[src/rtl/piso_frame_serializer.sv]
// Parallel-in serial-out framer: takes WIDTH-bit words over valid/ready and
// emits one bit per clk with frame strobes and an optional trailing parity bit.
module piso_frame_serializer #(
    parameter int unsigned WIDTH      = 4,
    parameter bit          MSB_FIRST  = 1'b1,
    parameter bit          PARITY_EN  = 1'b0,
    parameter bit          PARITY_ODD = 1'b0
) (
    input  logic             clk,
    input  logic             reset_n,
    input  logic [WIDTH-1:0] data_in,
    input  logic             data_valid,
    output logic             data_ready,
    output logic             serial_out,
    output logic             bit_valid,
    output logic             frame_start,
    output logic             frame_end,
    output logic             busy
);

    localparam int unsigned FL    = WIDTH + (PARITY_EN ? 1 : 0);
    localparam int unsigned CNT_W = $clog2(FL + 1);

    typedef enum logic [1:0] {
        S_IDLE,
        S_DATA,
        S_PAR
    } state_t;

    state_t             r_state;
    logic [WIDTH-1:0]   r_shift;
    logic [CNT_W-1:0]   r_cnt;
    logic               r_par;
    logic               r_serial;
    logic               r_bit_valid;
    logic               r_frame_start;
    logic               r_frame_end;
    logic               r_ready;

    logic               w_hs;
    logic               w_in_frame;
    logic               w_first_bit;
    logic [WIDTH-1:0]   w_load_shift;
    logic               w_next_bit;
    logic [WIDTH-1:0]   w_adv_shift;
    logic               w_parity;
    logic [CNT_W-1:0]   w_cnt_inc;

    assign w_hs       = data_valid & r_ready;
    // A frame continues until its final bit is on the output.
    assign w_in_frame = (r_state != S_IDLE) && !r_frame_end;
    assign w_cnt_inc  = r_cnt + CNT_W'(1);

    // The shift register always presents the next bit at its "exit" end.
    assign w_first_bit  = MSB_FIRST ? data_in[WIDTH-1] : data_in[0];
    assign w_load_shift = MSB_FIRST ? {data_in[WIDTH-2:0], 1'b0}
                                    : {1'b0, data_in[WIDTH-1:1]};
    assign w_next_bit   = MSB_FIRST ? r_shift[WIDTH-1] : r_shift[0];
    assign w_adv_shift  = MSB_FIRST ? {r_shift[WIDTH-2:0], 1'b0}
                                    : {1'b0, r_shift[WIDTH-1:1]};
    assign w_parity     = PARITY_ODD ? ~(^data_in) : (^data_in);

    // Frame sequencer; r_cnt counts bits already placed on serial_out.
    always_ff @(posedge clk or negedge reset_n) begin
        if (!reset_n) begin
            r_state       <= S_IDLE;
            r_shift       <= '0;
            r_cnt         <= '0;
            r_par         <= 1'b0;
            r_serial      <= 1'b0;
            r_bit_valid   <= 1'b0;
            r_frame_start <= 1'b0;
            r_frame_end   <= 1'b0;
            r_ready       <= 1'b0;
        end else if (w_hs) begin
            r_state       <= S_DATA;
            r_shift       <= w_load_shift;
            r_par         <= w_parity;
            r_cnt         <= CNT_W'(1);
            r_serial      <= w_first_bit;
            r_bit_valid   <= 1'b1;
            r_frame_start <= 1'b1;
            r_frame_end   <= 1'b0;
            r_ready       <= 1'b0;
        end else if (w_in_frame) begin
            if (r_cnt < CNT_W'(WIDTH)) begin
                r_state  <= S_DATA;
                r_serial <= w_next_bit;
                r_shift  <= w_adv_shift;
            end else begin
                r_state  <= S_PAR;
                r_serial <= r_par;
            end
            r_cnt         <= w_cnt_inc;
            r_bit_valid   <= 1'b1;
            r_frame_start <= 1'b0;
            r_frame_end   <= (w_cnt_inc == CNT_W'(FL));
            r_ready       <= (w_cnt_inc == CNT_W'(FL));
        end else begin
            r_state       <= S_IDLE;
            r_cnt         <= '0;
            r_serial      <= 1'b0;
            r_bit_valid   <= 1'b0;
            r_frame_start <= 1'b0;
            r_frame_end   <= 1'b0;
            r_ready       <= 1'b1;
        end
    end

    assign data_ready  = r_ready;
    assign serial_out  = r_serial;
    assign bit_valid   = r_bit_valid;
    assign frame_start = r_frame_start;
    assign frame_end   = r_frame_end;
    assign busy        = r_bit_valid;

endmodule

[config.mk]
export PLATFORM = sky130hd
export DESIGN_NAME = piso_frame_serializer
export DESIGN_NICKNAME = d
export VERILOG_FILES = /design/src/rtl/piso_frame_serializer.sv
export SDC_FILE = /design/constraint.sdc
export NUM_CORES = 1
export LEC_CHECK = 0
export ABC_AREA = 1
export BUFFER_PORTS_ARGS = -buffer_cell sky130_fd_sc_hd__buf_2
export CORE_AREA = 2 2 39 41
export DETAILED_ROUTE_END_ITERATION = 10
export DIE_AREA = 0 0 41 43
export PLACE_DENSITY = 0.73
export SLEW_MARGIN = 15
export SYNTH_ARGS = -nofsm -noshare
export SYNTH_HDL_FRONTEND = slang
export SYNTH_SLANG_ARGS = --single-unit
export TNS_END_PERCENT = 10
[constraint.sdc]
create_clock -name clk -period 1.5 [get_ports clk]
set_input_delay 0.225 -clock clk [delete_from_list [all_inputs] [get_ports clk]]
set_output_delay 0.225 -clock clk [all_outputs]
set_load 0.005 [all_outputs]
==> results.yml, run 1 <==
timing:
  skew_ps: 1.33
  final_max_slew_viol_count: 0
  rsz0062_at_grt: "no"
  hold_ws_ps: 260
  fmax_mhz: 937
  finalCritPeriodShare_pct: 71.2
  fin_crit_ps: 1070
  timing.slew.headroom_pct: 79.7
  tns_ps: 0
  tightestPinTransition_ps: 304
  finalSetupViolCount: 0
  hold_viol: 0
clock_tree:
  htreeDepth: 1
  clock-sinks: 14
  cts_resized: 0
  cts_tree: "done"
  ctsHoldBuffers: 1
  clk_pin_slew_ps: 80
  post-cts-setup-buffers: 0
  root_buffer: "clkbuf_4"
  cts_made_buffers: 3
  clk_latency_ps: 270
  clock_path_buffers: 2
final_layout:
  num_antenna_cells: 0
  syn_to_final_growth_pct: 16.4
  nets: 101
  drive_gt1_share_pct: 25.3
synth:
  ys_ff_latch: 14
  yosys_warnings: 0
  synth_top_area_cell: "dfrtp_1"
  ys_seq_area_share_pct: 53.4
  synth_area_leaders: "dfrtp_1 53%, nand2_1 16%, inv_1 4.6%, ha_1 3.8%, nand2_2 3.8%"
  syn-num-nets: 85
  ys_types: 17
  netlist_area_um2: 656
  synth_top_area_share_pct: 53.4
  syn_inst: 76
  syn_area_per_cell_um2: 8.63
routing:
  dr_wl_met2_um: 506
  post_drt_wl_per_cell_um: 9.71
  drc: 0
  drt_iter0_drc: 7
  vias: 500
  top_layer_used: "met4"
  met1_length_um: 496
  route.met3.wl_um: 22
  via_per_inst: 4.67
  first_pass_iters: 2
  drtAntennaViolNets: 0
  routed_wl_um: 1040
place:
  gp_congestion: 0.727
  io_buffer_count: 12
  dp_hpwl_um: 786
global_routing:
  grt_max_degree: 16
  grt_antenna_before_repair: 0
  grt_pass1_vias: 472
  overflow: 0
  grt_pass1_wl_um: 1810
  track_usage_pct: 15.3
setup_path:
  slowest_delay_ps: 400
  crit_type: "flip-flop to flip-flop"
  critPathMaxFanout: 3
  end_kind: "flip-flop"
  crit_chain: "ha_1 -> xor2_1 -> nand3_1 -> nor2_2"
  cp_num_buf_inv: 0
  startpoint: "r_cnt[0]"
  r2r-start: "r_cnt[0]"
  cp_data_arrival_time_ps: 1280
  cpMaxStageDelayCell: "dfrtp_1"
  cp_top_family: "flip-flops"
  cp.required_ps: 1710
  start_kind: "flip-flop"
min_path:
  hp-class: "input port to flip-flop"
  hold_start: "data_in[3]"
power_and_ir_drop:
  irDropWorstVdd_v: 0.00106
  power_density_mw_per_mm2: 1730
  leakagePower_uw: 0.000441
  finalPower_uw: 1320
die:
  die_area_mm2: 0.00176
  core_mm2: 0.00138
  dieHeight_um: 43
  num_rows: 14
  fp.dieW_um: 41
  ios: 13
  start_util_pct: 47.4
run_status:
  status: "finished clean"
flow_run:
  maxCapViolations: 0
-- sequential cells by signal (all words and copies together) (netlist names) --
| signal | cells |
|---|---|
| r_shift | 3 |
| r_state | 2 |
| frame_start | 1 |
| bit_valid | 1 |
| r_cnt | 3 |
| frame_end | 1 |
| data_ready | 1 |
| r_par | 1 |
| serial_out | 1 |
-- cells in the mapped netlist, drive strengths merged --
master	instances
ha	2
and2	1
nor2	2
nor3	1
xor2	1
inv	9
o21ai	5
dfrtp	14
nor3b	1
buf	2
nand2	32
nand3	6
-- routing by layer --
| layer | track usage, % | vias to the layer above |
|---|---|---|
| met5 | 0 | - |
| met4 | 10.0 | 0 |
| met1 | 20.8 | 228 |
| met3 | 1.57 | 2 |
| met2 | 22.2 | 8 |
| li1 | - | 262 |
-- cell usage in the layout (no fill, tap or decap) --
master / n
and2_1: 1
buf_2: 12
clkbuf_4: 3
clkbuf_8: 1
dfrtp_1: 14
dlygate4sd3_1: 1
ha_1: 2
inv_1: 8
inv_2: 1
nand2_1: 28
nand2_2: 4
nand3_1: 5
nand3_2: 1
nor2_1: 1
nor2_2: 1
nor3_1: 1
nor3b_1: 1
o21ai_0: 5
xor2_1: 1
-- where the power goes --
part / switching [µW] / internal, µW
Clock: 118 / 148
Sequential: 70.2 / 523
Combinational: 277 / 188
-- tightest hold or removal path, stage by stage --
cell     delay [ps]
buf_2           110
inv_1            80
o21ai_0          80
-- cell type report --
cell class,instances,area [µm²]
well taps,16,20.0
multi-input cells,51,253
repair buffers,13,70.1
inverters,9,33.8
fillers,141,621
flip-flops and latches,14,350
clock buffers,4,36.3
-- through the flow --
step / instance area [µm²] / cells / setup WS, ps / utilization (%)
after floorplan: 656 / 76 / 523 / -
after global placement: 717 / 102 / 456 / 51.8
after detailed placement: 717 / 102 / 433 / 51.8
after CTS: 763 / 107 / 417 / 55.2
after global routing: 763 / 107 / 330 / 55.2
final: 763 / 107 / 432 / 55.2
-- cells by family after synthesis --
family                     count (synthesis)  share of synthesized area [%]
DFF                                       14                           53.4
xor gates and xnor gates                   1                           1.34
and+or+nand+nor                           43                           29.6
adders and majority gates                  2                           3.82
AOI/OAI and AO/OA                          5                           3.82
buffers and inverters                     11                           8.02
-- final timing paths --
check,endpoint,slack (ps),cells after the start
hold / removal,serial_out,260,3
hold reg to reg,r_par,490,2
setup / recovery,frame_end,430,4
max in group asynchronous,frame_start,890,2
setup reg to reg,frame_end,430,4
min in group asynchronous,r_cnt[0],380,2
(Power assumes the default switching activity.)
==> run 2, diff against run 1 <==
--- a/config.mk
+++ b/config.mk
@@ -7,10 +7,10 @@
 export LEC_CHECK = 0
 export ABC_AREA = 1
 export BUFFER_PORTS_ARGS = -buffer_cell sky130_fd_sc_hd__buf_2
-export CORE_AREA = 2 2 39 41
+export CORE_MARGIN = 2
+export CORE_UTILIZATION = 46
 export DETAILED_ROUTE_END_ITERATION = 10
-export DIE_AREA = 0 0 41 43
-export PLACE_DENSITY = 0.73
+export PLACE_DENSITY = 0.71
 export SLEW_MARGIN = 15
 export SYNTH_ARGS = -nofsm -noshare
 export SYNTH_HDL_FRONTEND = slang
==> constraint.sdc (replaced) <==
create_clock -name clk -period 0.9 [get_ports clk]
set_input_delay 0.135 -clock clk [delete_from_list [all_inputs] [get_ports clk]]
set_output_delay 0.135 -clock clk [all_outputs]
set_load 0.005 [all_outputs]
==> run 2 against run 1 <==
Compared with the run above:
- critical path depth is the same
- the flow now finishes with violations (setup timing)
- wire length grew 15%
- first-iteration DRC count is the same
- register-to-register slack lost 560 ps
- global-route usage grew 0.087 points
==> results.yml, run 2 (synthesis results as in run 1) <==
run_status:
  status: "finished, violations left"
  violations: "setup timing"
clock_tree:
  post-cts-setup-buffers: 0
  cts_made_buffers: 3
  htreeDepth: 1
  clk_pin_slew_ps: 80
  root_buffer: "clkbuf_4"
  clock_path_buffers: 2
  cts_tree: "done"
  clock-sinks: 14
  clk_latency_ps: 270
place:
  dp_hpwl_um: 864
  pre_cts_slack_ps: -151
  dpl_cell_area_um2: 753
  place_inst: 104
  io_buffer_count: 12
  gp_congestion: 0.719
routing:
  first_pass_iters: 3
  vias: 517
  post_drt_wl_per_cell_um: 11.0
  drt_iter0_drc: 7
  routed_wl_um: 1190
  via_per_inst: 4.79
  drtAntennaViolNets: 0
  drc: 0
timing:
  layout_setup_ws_ps: -132
  finalSetupViolCount: 12
  fin_crit_ps: 1030
  hold_viol: 0
  skew_ps: 0.988
  final_max_slew_viol_count: 0
  rsz0062_at_grt: "yes"
  fmax_mhz: 969
  timing.slew.headroom_pct: 79.4
  tightestPinTransition_ps: 310
  finalCritPeriodShare_pct: 115
global_routing:
  overflow: 0
  grt_util_met1_pct: 19.0
  track_usage_pct: 15.4
  grt_max_degree: 15
  met3_usage_pct: 2.61
  grt_pass1_vias: 482
  grt_use_met2_pct: 24.7
  busiest_layer: "met2"
  grt_antenna_before_repair: 0
  grt_pass1_wl_um: 1970
die:
  die_area_mm2: 0.00174
  dieHeight_um: 41.8
  fp.dieW_um: 41.8
  num_rows: 13
  core_mm2: 0.00132
  ios: 13
  start_util_pct: 49.8
final_layout:
  instances_no_fill: 108
  n_fill_cell: 121
  final_common_cell: "nand2_1"
  layout_common_cells: "28 x nand2_1, 13 x dfrtp_1, 12 x buf_2, 7 x inv_1, 4 x nand3_1"
  finalInstanceArea_um2: 832
  drive_gt1_share_pct: 35.5
  syn_to_final_growth_pct: 26.9
  num_antenna_cells: 0
  nets: 104
  reg_top3: "r_cnt (3), r_shift (3), r_state (2)"
setup_path:
  start_kind: "flip-flop"
  cpMaxStageDelayCell: "dfrtp_2"
  critPathMaxFanout: 3
  slowest_delay_ps: 440
  crit_chain: "ha_4 -> xor2_2 -> nand3_2 -> nor2_2"
  cp_data_arrival_time_ps: 1240
  cp_top_family: "flip-flops"
  cp_num_buf_inv: 0
  cp.required_ps: 1110
  crit_type: "flip-flop to flip-flop"
  end_kind: "flip-flop"
power_and_ir_drop:
  finalPower_uw: 2380
  power_density_mw_per_mm2: 2860
  leakagePower_uw: 0.000462
  irDropWorstVdd_v: 0.00176
flow_run:
  maxCapViolations: 0
min_path:
  hp-class: "input port to flip-flop"
-- run 2: cell count changes in the layout (fill, tap and decap cells not counted), moves of 2 or more --
cell | before | now
o21ai_0 | 5 | 3
buf_4 | 0 | 2
o21ai_1 | 0 | 2
nand2_2 | 4 | 2
nand2_4 | 0 | 2
-- run 2: report_power, final --
group	switching (µW)	internal [µW]	leakage, µW
Sequential	165	877	0.000177
Clock	184	155	0.0000138
Combinational	560	436	0.000271
Total	910	1470	0.000462
-- run 2: cell type report --
| cell class | count | area (µm²) | share of cell area [%] |
|---|---|---|---|
| Clock buffer | 3 | 22.5 | 2.71 |
| Inverter | 9 | 33.8 | 4.06 |
| Multi-Input combinational cell | 51 | 300 | 36.1 |
| Sequential cell | 14 | 352 | 42.3 |
| Tap cell | 15 | 18.8 | 2.26 |
| Timing Repair Buffer | 16 | 105 | 12.6 |
-- run 2: final timing paths --
check / from / endpoint / slack, ps / depth (start not counted)
setup reg to reg: r_cnt[0] / frame_end / -130 / 4
hold reg to reg: r_par / r_par / 500 / 2
max in group asynchronous: reset_n / r_cnt[0] / 370 / 2
min in group asynchronous: reset_n / frame_start / 280 / 2
hold / removal: data_valid / bit_valid / 150 / 3
setup / recovery: r_cnt[0] / frame_end / -130 / 4
-- run 2: worst reg2reg max path, cell delays in order, from the launching register on --
cell and delay [ps]:
dfrtp_2 440, ha_4 180, xor2_2 150, nand3_2 110, nor2_2 90
-- run 2: through the flow --
step / hold WS, ps / TNS, ps / utilization [%]
2_1_floorplan: -161 / -147 / -
3_3_place_gp: 40.1 / -302 / 57.2
3_5_place_dp: 44.6 / -538 / 57.2
4_1_cts: 163 / -717 / 59.8
5_1_grt: 175 / -1270 / 63.2
6_report: 151 / -677 / 63.2
-- run 2: timing repair --
action	CTS	global route
hold buffers	1	0
gates resized for setup	3	9
setup endpoints to repair	12	15
endpoints found under the hold margin	14	0
pin swaps	2	3
-- run 2: metal layers --
metal  routed length, µm  share of wire (%)
met2                 611                 51
met1                 523                 44
met3                  47                3.9
met5                   0                  0
met4                   7               0.59
==> run 3, diff against run 2 <==
--- a/config.mk
+++ b/config.mk
@@ -8,9 +8,8 @@
 export ABC_AREA = 1
 export BUFFER_PORTS_ARGS = -buffer_cell sky130_fd_sc_hd__buf_2
 export CORE_MARGIN = 2
-export CORE_UTILIZATION = 46
+export CORE_UTILIZATION = 30
 export DETAILED_ROUTE_END_ITERATION = 10
-export PLACE_DENSITY = 0.71
 export SLEW_MARGIN = 15
 export SYNTH_ARGS = -nofsm -noshare
 export SYNTH_HDL_FRONTEND = slang
==> run 3 against run 2 <==
Compared with the run above:
- final area up 0.45%
- setup slack better by 26 ps
- sequential share of layout area down 0.19 points
- sequential cell count unchanged
- the flow still finishes with violations (setup timing)
- power up 0.75%
- global-route usage down 5.4 points
- non-clock buffer count down 1
- via count down 1.9%
- clock-buffer cell count up 1
==> results.yml, run 3 (synthesis results as in run 1) <==
run_status:
  status: "finished, violations left"
  violations: "setup timing"
timing:
  tns_ps: -497
  timing.slew.headroom_pct: 79.7
  layout_setup_ws_ps: -106
  final_max_slew_viol_count: 0
  fin_crit_ps: 1010
  rsz0062_at_grt: "yes"
  skew_ps: 2.63
  finalCritPeriodShare_pct: 112
  fmax_mhz: 994
  finalSetupViolCount: 12
  hold_viol: 0
  tightestPinTransition_ps: 305
global_routing:
  grt_pass1_vias: 410
  grt_pass1_wl_um: 1790
  track_usage_pct: 9.97
  grt_antenna_before_repair: 0
  grt_max_degree: 15
  overflow: 0
clock_tree:
  cts_tree: "done"
  clock-sinks: 14
  cts_made_buffers: 3
  root_buffer: "clkbuf_4"
  clock_path_buffers: 2
  post-cts-setup-buffers: 0
  clk_pin_slew_ps: 80
  clk_latency_ps: 280
  htreeDepth: 1
setup_path:
  crit_type: "flip-flop to flip-flop"
  end_kind: "flip-flop"
  critPathMaxFanout: 3
  cp_data_arrival_time_ps: 1180
  start_kind: "flip-flop"
  r2r-start: "r_cnt[0]"
  cp.required_ps: 1080
  startpoint: "r_cnt[0]"
routing:
  drt_iter0_drc: 13
  via_per_inst: 4.23
  first_pass_iters: 2
  post_drt_wl_per_cell_um: 9.67
  drtAntennaViolNets: 0
  drc: 0
  vias: 507
  routed_wl_um: 1160
final_layout:
  num_antenna_cells: 0
  reg_top3: "r_cnt (3), r_shift (3), r_state (2)"
  final_common_cell: "nand2_1"
  nets: 103
  syn_to_final_growth_pct: 27.5
  drive_gt1_share_pct: 35.5
  layout_common_cells: "27 x nand2_1, 13 x dfrtp_1, 12 x buf_2, 7 x inv_1"
die:
  dieHeight_um: 50.8
  num_rows: 16
  core_mm2: 0.00200
  fp.dieW_um: 50.8
  ios: 13
  start_util_pct: 32.8
  die_area_mm2: 0.00258
place:
  dp_hpwl_um: 845
  gp_congestion: 0.732
  pre_cts_slack_ps: -101
  io_buffer_count: 12
flow_run:
  maxCapViolations: 0
power_and_ir_drop:
  irDropWorstVdd_v: 0.00107
  leakagePower_uw: 0.000454
  power_density_mw_per_mm2: 2870
min_path:
  hold_start: "data_in[0]"
  hp-class: "input port to flip-flop"
==> run 3: area by class of cell <==
| class | instances | area [µm²] |
|---|---|---|
| fillers | 209 | 1170 |
| clock buffers | 4 | 36.3 |
| inverters | 9 | 33.8 |
| repair buffers | 15 | 97.6 |
| flip-flops and latches | 14 | 352 |
| multi-input cells | 51 | 283 |
| well taps | 27 | 33.8 |
==> run 3: layer usage <==
metal | track usage, % | wire length, µm | vias to the layer above
li1 | - | - | 265
met1 | 13.5 | 555 | 226
met2 | 12.3 | 524 | 12
met3 | 0.893 | 37 | 4
met4 | 12.2 | 43 | 0
met5 | 0 | 0 | -
==> run 3: worst max-delay path, cell delays in order, from the launching register on <==
cell	delay, ps
dfrtp_1	400
ha_2	190
xor2_2	150
and2_1	150
==> run 3: timing repair <==
action | 4_1_cts | 5_1_grt
hold buffers | 1 | 0
setup endpoints to repair | 14 | 17
gates cloned | 0 | 0
resized for setup | 4 | 5
endpoints found under the hold margin | 14 | 0
pin swaps | 2 | 1
==> run 3: through the flow <==
step	instance area [µm²]	hold WS (ps)	total power, µW	utilization (%)	std cells
2_1_floorplan	658	-161	1590	-	76
4_1_cts	812	154	2350	40.6	120
3_3_place_gp	761	45.9	1840	38.0	115
5_1_grt	836	179	2600	41.8	120
3_5_place_dp	761	45.1	1870	38.0	115
6_report	836	165	2390	41.8	120
==> run 3: path summary, 6_finish.rpt <==
| path | cells past startpoint | slack (ps) | endpoint |
|---|---|---|---|
| hold / removal | 3 | 170 | r_shift[1] |
| setup / recovery | 3 | -110 | r_cnt[2] |
| max in group asynchronous | 2 | 380 | r_cnt[2] |
| setup reg to reg | 3 | -110 | r_cnt[2] |
| hold reg to reg | 2 | 510 | r_par |
| min in group asynchronous | 2 | 270 | bit_valid |
==> run 3: power by group <==
| part | leakage (µW) | internal [µW] | switching (µW) |
|---|---|---|---|
| Combinational | 0.000256 | 403 | 533 |
| Sequential | 0.000177 | 876 | 136 |
| Clock | 0.0000210 | 246 | 201 |
